$ cat config.mk
export PLATFORM = sky130hd
export DESIGN_NAME = param_ring_fifo
export DESIGN_NICKNAME = d
export VERILOG_FILES = /design/src/rtl/param_ring_fifo_pkg.sv /design/src/rtl/param_ring_fifo_ptr.sv /design/src/rtl/param_ring_fifo.sv
export SDC_FILE = /design/constraint.sdc
export NUM_CORES = 1
export LEC_CHECK = 0
export CORE_MARGIN = 2
export CORE_UTILIZATION = 55
export DETAILED_ROUTE_END_ITERATION = 6
export GPL_ROUTABILITY_DRIVEN = 0
export MAX_ROUTING_LAYER = met4
export PLACE_DENSITY = 0.77
export SKIP_CTS_REPAIR_TIMING = 1
export SYNTH_ARGS = -nofsm -noshare
export SYNTH_HDL_FRONTEND = slang
export SYNTH_SLANG_ARGS = --single-unit
export TNS_END_PERCENT = 50
$ cat constraint.sdc
create_clock -name clk -period 2.74 [get_ports clk]
set_clock_uncertainty 0.2 [all_clocks]
set_input_delay 0.548 -clock clk [delete_from_list [all_inputs] [get_ports clk]]
set_output_delay 0.548 -clock clk [all_outputs]
set_load 0.01 [all_outputs]
$ cat src/rtl/param_ring_fifo_pkg.sv
// Shared width helpers for the parametrised ring FIFO.
package param_ring_fifo_pkg;

  // Occupancy counter width: must represent 0..depth inclusive.
  function automatic int unsigned cnt_width(input int unsigned depth);
    return $clog2(depth + 1);
  endfunction

  // Pointer width: indexes 0..depth-1, never narrower than one bit.
  function automatic int unsigned ptr_width(input int unsigned depth);
    return ($clog2(depth) < 1) ? 1 : $clog2(depth);
  endfunction

endpackage

$ cat src/rtl/param_ring_fifo_ptr.sv
// Wrapping pointer for a ring of arbitrary (non power-of-two) depth.
module ring_ptr
  import param_ring_fifo_pkg::*;
#(
  parameter int unsigned DEPTH = 8,
  localparam int unsigned PW = ptr_width(DEPTH)
) (
  input  logic          clk,
  input  logic          rst_n,
  input  logic          clr,
  input  logic          adv,
  output logic [PW-1:0] ptr
);

  localparam logic [PW-1:0] LAST = PW'(DEPTH - 1);

  logic [PW-1:0] r_ptr;

  // Explicit compare-and-wrap so the pointer never holds a value >= DEPTH.
  always_ff @(posedge clk) begin
    if (!rst_n) begin
      r_ptr <= '0;
    end else if (clr) begin
      r_ptr <= '0;
    end else if (adv) begin
      r_ptr <= (r_ptr == LAST) ? '0 : r_ptr + PW'(1);
    end
  end

  assign ptr = r_ptr;

endmodule

$ cat src/rtl/param_ring_fifo.sv
// Single-clock show-ahead ring FIFO with threshold flags and sticky errors.
module param_ring_fifo
  import param_ring_fifo_pkg::*;
#(
  parameter int unsigned DATA_WIDTH = 8,
  parameter int unsigned DEPTH      = 8,
  parameter int unsigned AF_THRESH  = DEPTH - 1,
  parameter int unsigned AE_THRESH  = 1,
  localparam int unsigned CW = cnt_width(DEPTH),
  localparam int unsigned PW = ptr_width(DEPTH)
) (
  input  logic                  clk,
  input  logic                  rst_n,
  input  logic                  flush,
  input  logic                  write_enable,
  input  logic [DATA_WIDTH-1:0] write_data,
  input  logic                  read_enable,
  output logic [DATA_WIDTH-1:0] read_data,
  output logic                  full,
  output logic                  empty,
  output logic                  almost_full,
  output logic                  almost_empty,
  output logic [CW-1:0]         counter,
  output logic                  overflow,
  output logic                  underflow,
  input  logic                  clear_errors
);

  logic [DATA_WIDTH-1:0] r_mem [DEPTH];
  logic [CW-1:0]         r_count;
  logic                  r_overflow;
  logic                  r_underflow;
  logic [PW-1:0]         w_wr_ptr;
  logic [PW-1:0]         w_rd_ptr;
  logic                  w_rd_acc;
  logic                  w_wr_acc;
  logic                  w_rd_do;
  logic                  w_wr_do;

  // Acceptance: a read never falls through a same-cycle write; a write to a
  // full ring is taken only when a read frees the slot in the same cycle.
  assign w_rd_acc = read_enable && !empty;
  assign w_wr_acc = write_enable && (!full || w_rd_acc);
  assign w_rd_do  = w_rd_acc && !flush;
  assign w_wr_do  = w_wr_acc && !flush;

  ring_ptr #(.DEPTH(DEPTH)) u_wr_ptr (
    .clk   (clk),
    .rst_n (rst_n),
    .clr   (flush),
    .adv   (w_wr_do),
    .ptr   (w_wr_ptr)
  );

  ring_ptr #(.DEPTH(DEPTH)) u_rd_ptr (
    .clk   (clk),
    .rst_n (rst_n),
    .clr   (flush),
    .adv   (w_rd_do),
    .ptr   (w_rd_ptr)
  );

  // Storage is not reset; writes are suppressed while reset is held.
  always_ff @(posedge clk) begin
    if (rst_n && w_wr_do) begin
      r_mem[w_wr_ptr] <= write_data;
    end
  end

  // Occupancy: simultaneous accepted read and write leaves it unchanged.
  always_ff @(posedge clk) begin
    if (!rst_n) begin
      r_count <= '0;
    end else if (flush) begin
      r_count <= '0;
    end else if (w_wr_acc && !w_rd_acc) begin
      r_count <= r_count + CW'(1);
    end else if (w_rd_acc && !w_wr_acc) begin
      r_count <= r_count - CW'(1);
    end
  end

  // Sticky error flags; clear_errors wins over a same-cycle new error.
  always_ff @(posedge clk) begin
    if (!rst_n) begin
      r_overflow  <= 1'b0;
      r_underflow <= 1'b0;
    end else if (clear_errors) begin
      r_overflow  <= 1'b0;
      r_underflow <= 1'b0;
    end else begin
      r_overflow  <= r_overflow  | (write_enable && !w_wr_acc && !flush);
      r_underflow <= r_underflow | (read_enable  && !w_rd_acc && !flush);
    end
  end

  assign read_data    = r_mem[w_rd_ptr];
  assign counter      = r_count;
  assign full         = (r_count == CW'(DEPTH));
  assign empty        = (r_count == '0);
  assign almost_full  = (r_count >= CW'(AF_THRESH));
  assign almost_empty = (r_count <= CW'(AE_THRESH));
  assign overflow     = r_overflow;
  assign underflow    = r_underflow;

endmodule

# == Yosys cells after proc, flatten, opt, wreduce, memory -nomap -nowiden ==
# Memory sizes are Yosys's and may differ from the RTL's. A register that Yosys moved wholly into a read port is not among the register bits.
# Cells that the tools add are included.
# classes
add_sub_neg,4
order_cmp,2
eq_ne,3
n_mux,8
bitwise_logic,3
reduce_logical,21
# op_table
op,count
2-to-1 mux 3 bit,4
logical AND 1 bit,11
2-to-1 mux 4 bit,2
"adder 3 x 1 -> 3 bit, second input constant",2
"== test 3 bit, second input constant",2
logical NOT 1 bit,5
"adder 4 x 1 -> 4 bit, second input constant",1
"== test 4 bit, second input constant",1
">= comparator 4 x 3 -> 1 bit, second input constant",1
"<= comparator 4 x 1 -> 1 bit, second input constant",1
logical NOT 4 bit,1
OR reduction 2 bit,2
"subtractor 4 x 1 -> 4 bit, second input constant",1
2-to-1 mux 1 bit,2
OR 1 bit,2
nonzero test 2 bit,1
logical OR 1 bit,1
inverter 1 bit,1
# word_totals
regBits,12
mem_bits_rw,64
in_bits,14
output_inout_bits,18
elab_cells,47
n_memories,1
# memory_table
name,words,width,read_ports,rd_clocked_by_memory_dff,wr,line,text
r_mem,8,8,1,1,1,param_ring_fifo.sv:29,logic [DATA_WIDTH-1:0] r_mem [DEPTH];

# == Depth between registers and ports, before layout ==
# depth
depth_word,9
depth_mapped,8

# == By module ==
# A second synthesis with hierarchy kept.
# unflattened
hier_cells,181
area_unflattened_um2,3243.1
# by_module_without_submodules
mod,instances,cells_per_inst,area_per_inst_um2
param_ring_fifo,1,153,2947.8
ring_ptr,2,14,147.6

# == Worst setup path before layout ==
# OpenSTA, ideal clock, no wires.
# synth_path
path_type,reg2reg
start,"reg r_count[0], in the netlist counter[0]"
end,"mem r_mem[0][0], enable pin"
t_arrival_ns,1.901
path_slack_ns,0.245
stages_incl_launch_ff,6
path_buffers,0
path_cell_list,dfxtp_1 inv_1 ha_1 nand4bb_1 nand3_1 nor4_1
# synth_via
elab_chain_len,9
elab_cells_between_ends,11
# synth_rtl
element,line,text
from (decl),param_ring_fifo.sv:30,logic [CW-1:0] r_count;
from (signal assigned),param_ring_fifo.sv:77,r_count <= r_count + CW'(1);
from (signal assigned),param_ring_fifo.sv:79,r_count <= r_count - CW'(1);
logical NOT 4 bit,param_ring_fifo.sv:100,assign empty = (r_count == '0);
logical NOT 1 bit,param_ring_fifo.sv:42,assign w_rd_acc = read_enable && !empty;
logical AND 1 bit,param_ring_fifo.sv:42,
logical OR 1 bit (*),param_ring_fifo.sv:43,assign w_wr_acc = write_enable && (!full || w_rd_acc);
logical AND 1 bit (*),param_ring_fifo.sv:43,
logical AND 1 bit (*),param_ring_fifo.sv:45,assign w_wr_do = w_wr_acc && !flush;
logical AND 1 bit (*),param_ring_fifo.sv:65,if (rst_n && w_wr_do) begin
2-to-1 mux 1 bit (*),param_ring_fifo.sv:65,
2-to-1 mux 1 bit (not written as such) (*),param_ring_fifo.sv:66,r_mem[w_wr_ptr] <= write_data;
to (decl),param_ring_fifo.sv:29,
# Every way passes the cells marked *; elsewhere a longest branch is shown, timed or not.

==> impl_metrics.tcl <==
set metrics [dict create \
    status "completed" \
    setup-violations-final 0 \
    cp.arrival_ns 1.87 \
    wl_per_cell_um 18.3 \
    ir_worst_vdd_mv 0.317 \
    yosysTopAreaCell "edfxtp_1" \
    wl_met1_um 2590 \
    multi_input_area_um2 985 \
    drt_iter0_drc 196 \
    synth-edff-count 64 \
    p_seq_share_pct 55.6 \
    drc 0 \
    synthTopCellsByArea "edfxtp_1, mux4_1, dfxtp_1" \
    hp-class "flip-flop to flip-flop" \
    syn_area_mm2 0.00328 \
    clkSinkCount 79 \
    power.density_mw_per_mm2 588 \
    die_h_um 81.2 \
    ff2ff_setup_slack_ns 0.54 \
    area_delta_synth_final_pct 23.1 \
    worstSetupEndpointType "primary output" \
    fin_crit_sh_pct 95.5 \
    fin_hold_ws_ns 0.289 \
    grt-ovfl-total 0 \
    numCtsBuffers 9 \
    avgViaCountPerCell 5.63 \
    cts_root_buf "clkbuf_8" \
    cp.required_ns 1.99 \
    die_area_mm2 0.00659 \
    initial_utilization_pct 56.0 \
    synth-seq-area-share_pct 67.8 \
    drv_slew 0 \
    postSynthAreaPerCell_um2 17.6 \
    met2_length_um 3010 \
    antenna_found_initial 0 \
    drt_first_pass_iters 4 \
    cpPeakStageDelay_ns 0.55 \
    coreArea_mm2 0.00585 \
    post-dp-hpwl_um 3920 \
    grt_pass1_vias 1825 \
    rsz0062_at_grt "no" \
    max_freq_ghz 0.382 \
    hold_viol 0 \
    power_mw 2.37 \
    yosysTopAreaCellShare_pct 58.6 \
    regArea_mm2 0.00223 \
    ant_nets 0 \
    ys_ff_latch 79 \
    drv_cap 0 \
    h-tree-depth 3 \
    pwr-share-comb_pct 11.2 \
    grt_max_degree 17 \
    die_w_um 81.2 \
    finalCriticalPeriod_ns 2.62 \
    swShare_pct 21.6 \
    critical_path_class "flip-flop to primary output" \
    fillers 393 \
    setup_ws_ns 0.124 \
    drive_gt1_share_pct 19.8 \
    antennaDiodeCount 0 \
    place_ws_ns 0.0540 \
    grtUsageTotal_pct 19.9 \
    crit_slowest_cell "mux4_1" \
    cts_tree "built" \
    power.leakage_nw 1.48 \
    routed_wl_um 5920 \
    intPower_mw 1.86 \
    worst_pin_slew_ns 0.493 \
    synth_cells 186 \
    critPathLaunchType "flip-flop" \
    ys_async_sr_fraction_pct 0 \
    cts_buffer_depth 2 \
    grt_pass1_wl_um 8960 \
    clkTransAtPathRegs_ns 0.07 \
    synth_fp_nets 209 \
    highest_layer "met4" \
    final_net_count 266 \
    io_buffers 31 \
    met3_length_um 295 \
    pwr-share-clk_pct 33.2 \
    row_count 28 \
    yosys_warnings 0 \
    synth-main-ff-cell "edfxtp_1" \
    io_pins 32 \
    vias 1820 \
    synth_cell_types 35 \
    crit_path_max_fanout 8 \
    max_slew_margin_pct 67.1 \
    tns_ns 0 \
    clock_latency_ns 0.33 \
    netSwitchingPower_uw 512 \
    critical_path.cell_chain "buf_12, mux4_1, mux2_2, dlymetal6s2s_1" \
]
layer usage:
| layer | vias to the layer above | global-route usage [%] |
|---|---|---|
| met2 | 49 | 32.5 |
| met5 | - | - |
| li1 | 867 | - |
| met4 | 0 | 10.2 |
| met1 | 902 | 23.6 |
| met3 | 2 | 4.00 |
cell families after synthesis:
family          share of synthesized area (%)
mux                                      16.4
buf+inv                                  2.18
xor+xnor                                0.535
flops                                    67.8
simple gates                             6.68
fa+ha+maj                                3.44
compound gates                           2.98
state kept, by name (all words and copies together), names as in the netlist, named ones only:
name,cells
r_mem,64
counter,4
u_rd_ptr.ptr,3
u_wr_ptr.ptr,3
overflow,1
underflow,1
Yosys cell counts (2+ instances only):
library cell and number:
a21oi_1 8, dfxtp_1 15, edfxtp_1 64, ha_1 9, inv_1 6, mux2_2 8, mux2i_1 3, mux4_1 15
nand2_1 4, nand2b_1 4, nand3_1 5, nand4_1 2, nor2_1 9, nor3_1 5, o21ai_0 7, or4_1 3
final cells by class:
class	instances	area share, %
clock inverter	2	0.341
inverter	6	0.558
tap	75	2.33
multi-input combinational	95	24.4
clock buffer	14	4.28
sequential	79	55.2
timing repair buffer	52	12.9
layout by cell type (no fill, tap or decap), types with 2 or more instances in the layout:
cell type	Yosys	routed
edfxtp_1	64	64
clkdlybuf4s50_1	0	22
buf_4	0	19
mux4_1	15	14
dfxtp_1	15	14
clkbuf_8	0	12
nor2_1	9	9
dlymetal6s2s_1	0	9
mux2_2	8	8
a21oi_1	8	8
ha_1	9	8
o21ai_0	7	7
inv_1	6	6
nand3_1	5	5
nor3_1	5	5
nand2_1	4	4
nand2b_1	4	4
or4_1	3	3
mux2i_1	3	3
mux4_2	1	2
nand4_1	2	2
clkbuf_1	1	2
through the flow:
step,utilization [%],instances,cell area (um^2)
after global placement,64.9,306,3790
after detailed placement,64.9,306,3790
after floorplan,-,186,3280
final,68.9,323,4030
after global routing,68.9,323,4030
after CTS,68.0,322,3980
power by group through the flow:
stage               Combinational [mW]  Sequential (mW)  Clock, mW
floorplan                        0.132             1.35          0
global placement                 0.255             1.35          0
detailed placement               0.260             1.35          0
CTS                              0.262             1.32      0.795
global route                     0.294             1.32      0.840
finish                           0.265             1.32      0.788
worst paths after layout:
check	start	to	cells past startpoint
setup / recovery	flip-flop	read_data[3]	4
hold / removal	underflow	underflow	2
hold reg to reg	underflow	underflow	2
setup reg to reg	counter[1]	counter[3]	8
critical path: cells and delay by family, from the launching register on:
kind	cells	cell delay, ns
muxes	2	0.84
DFF	1	0.38
buffers and inverters	2	0.32
Note: power is estimated with default switching activity, not from simulation.
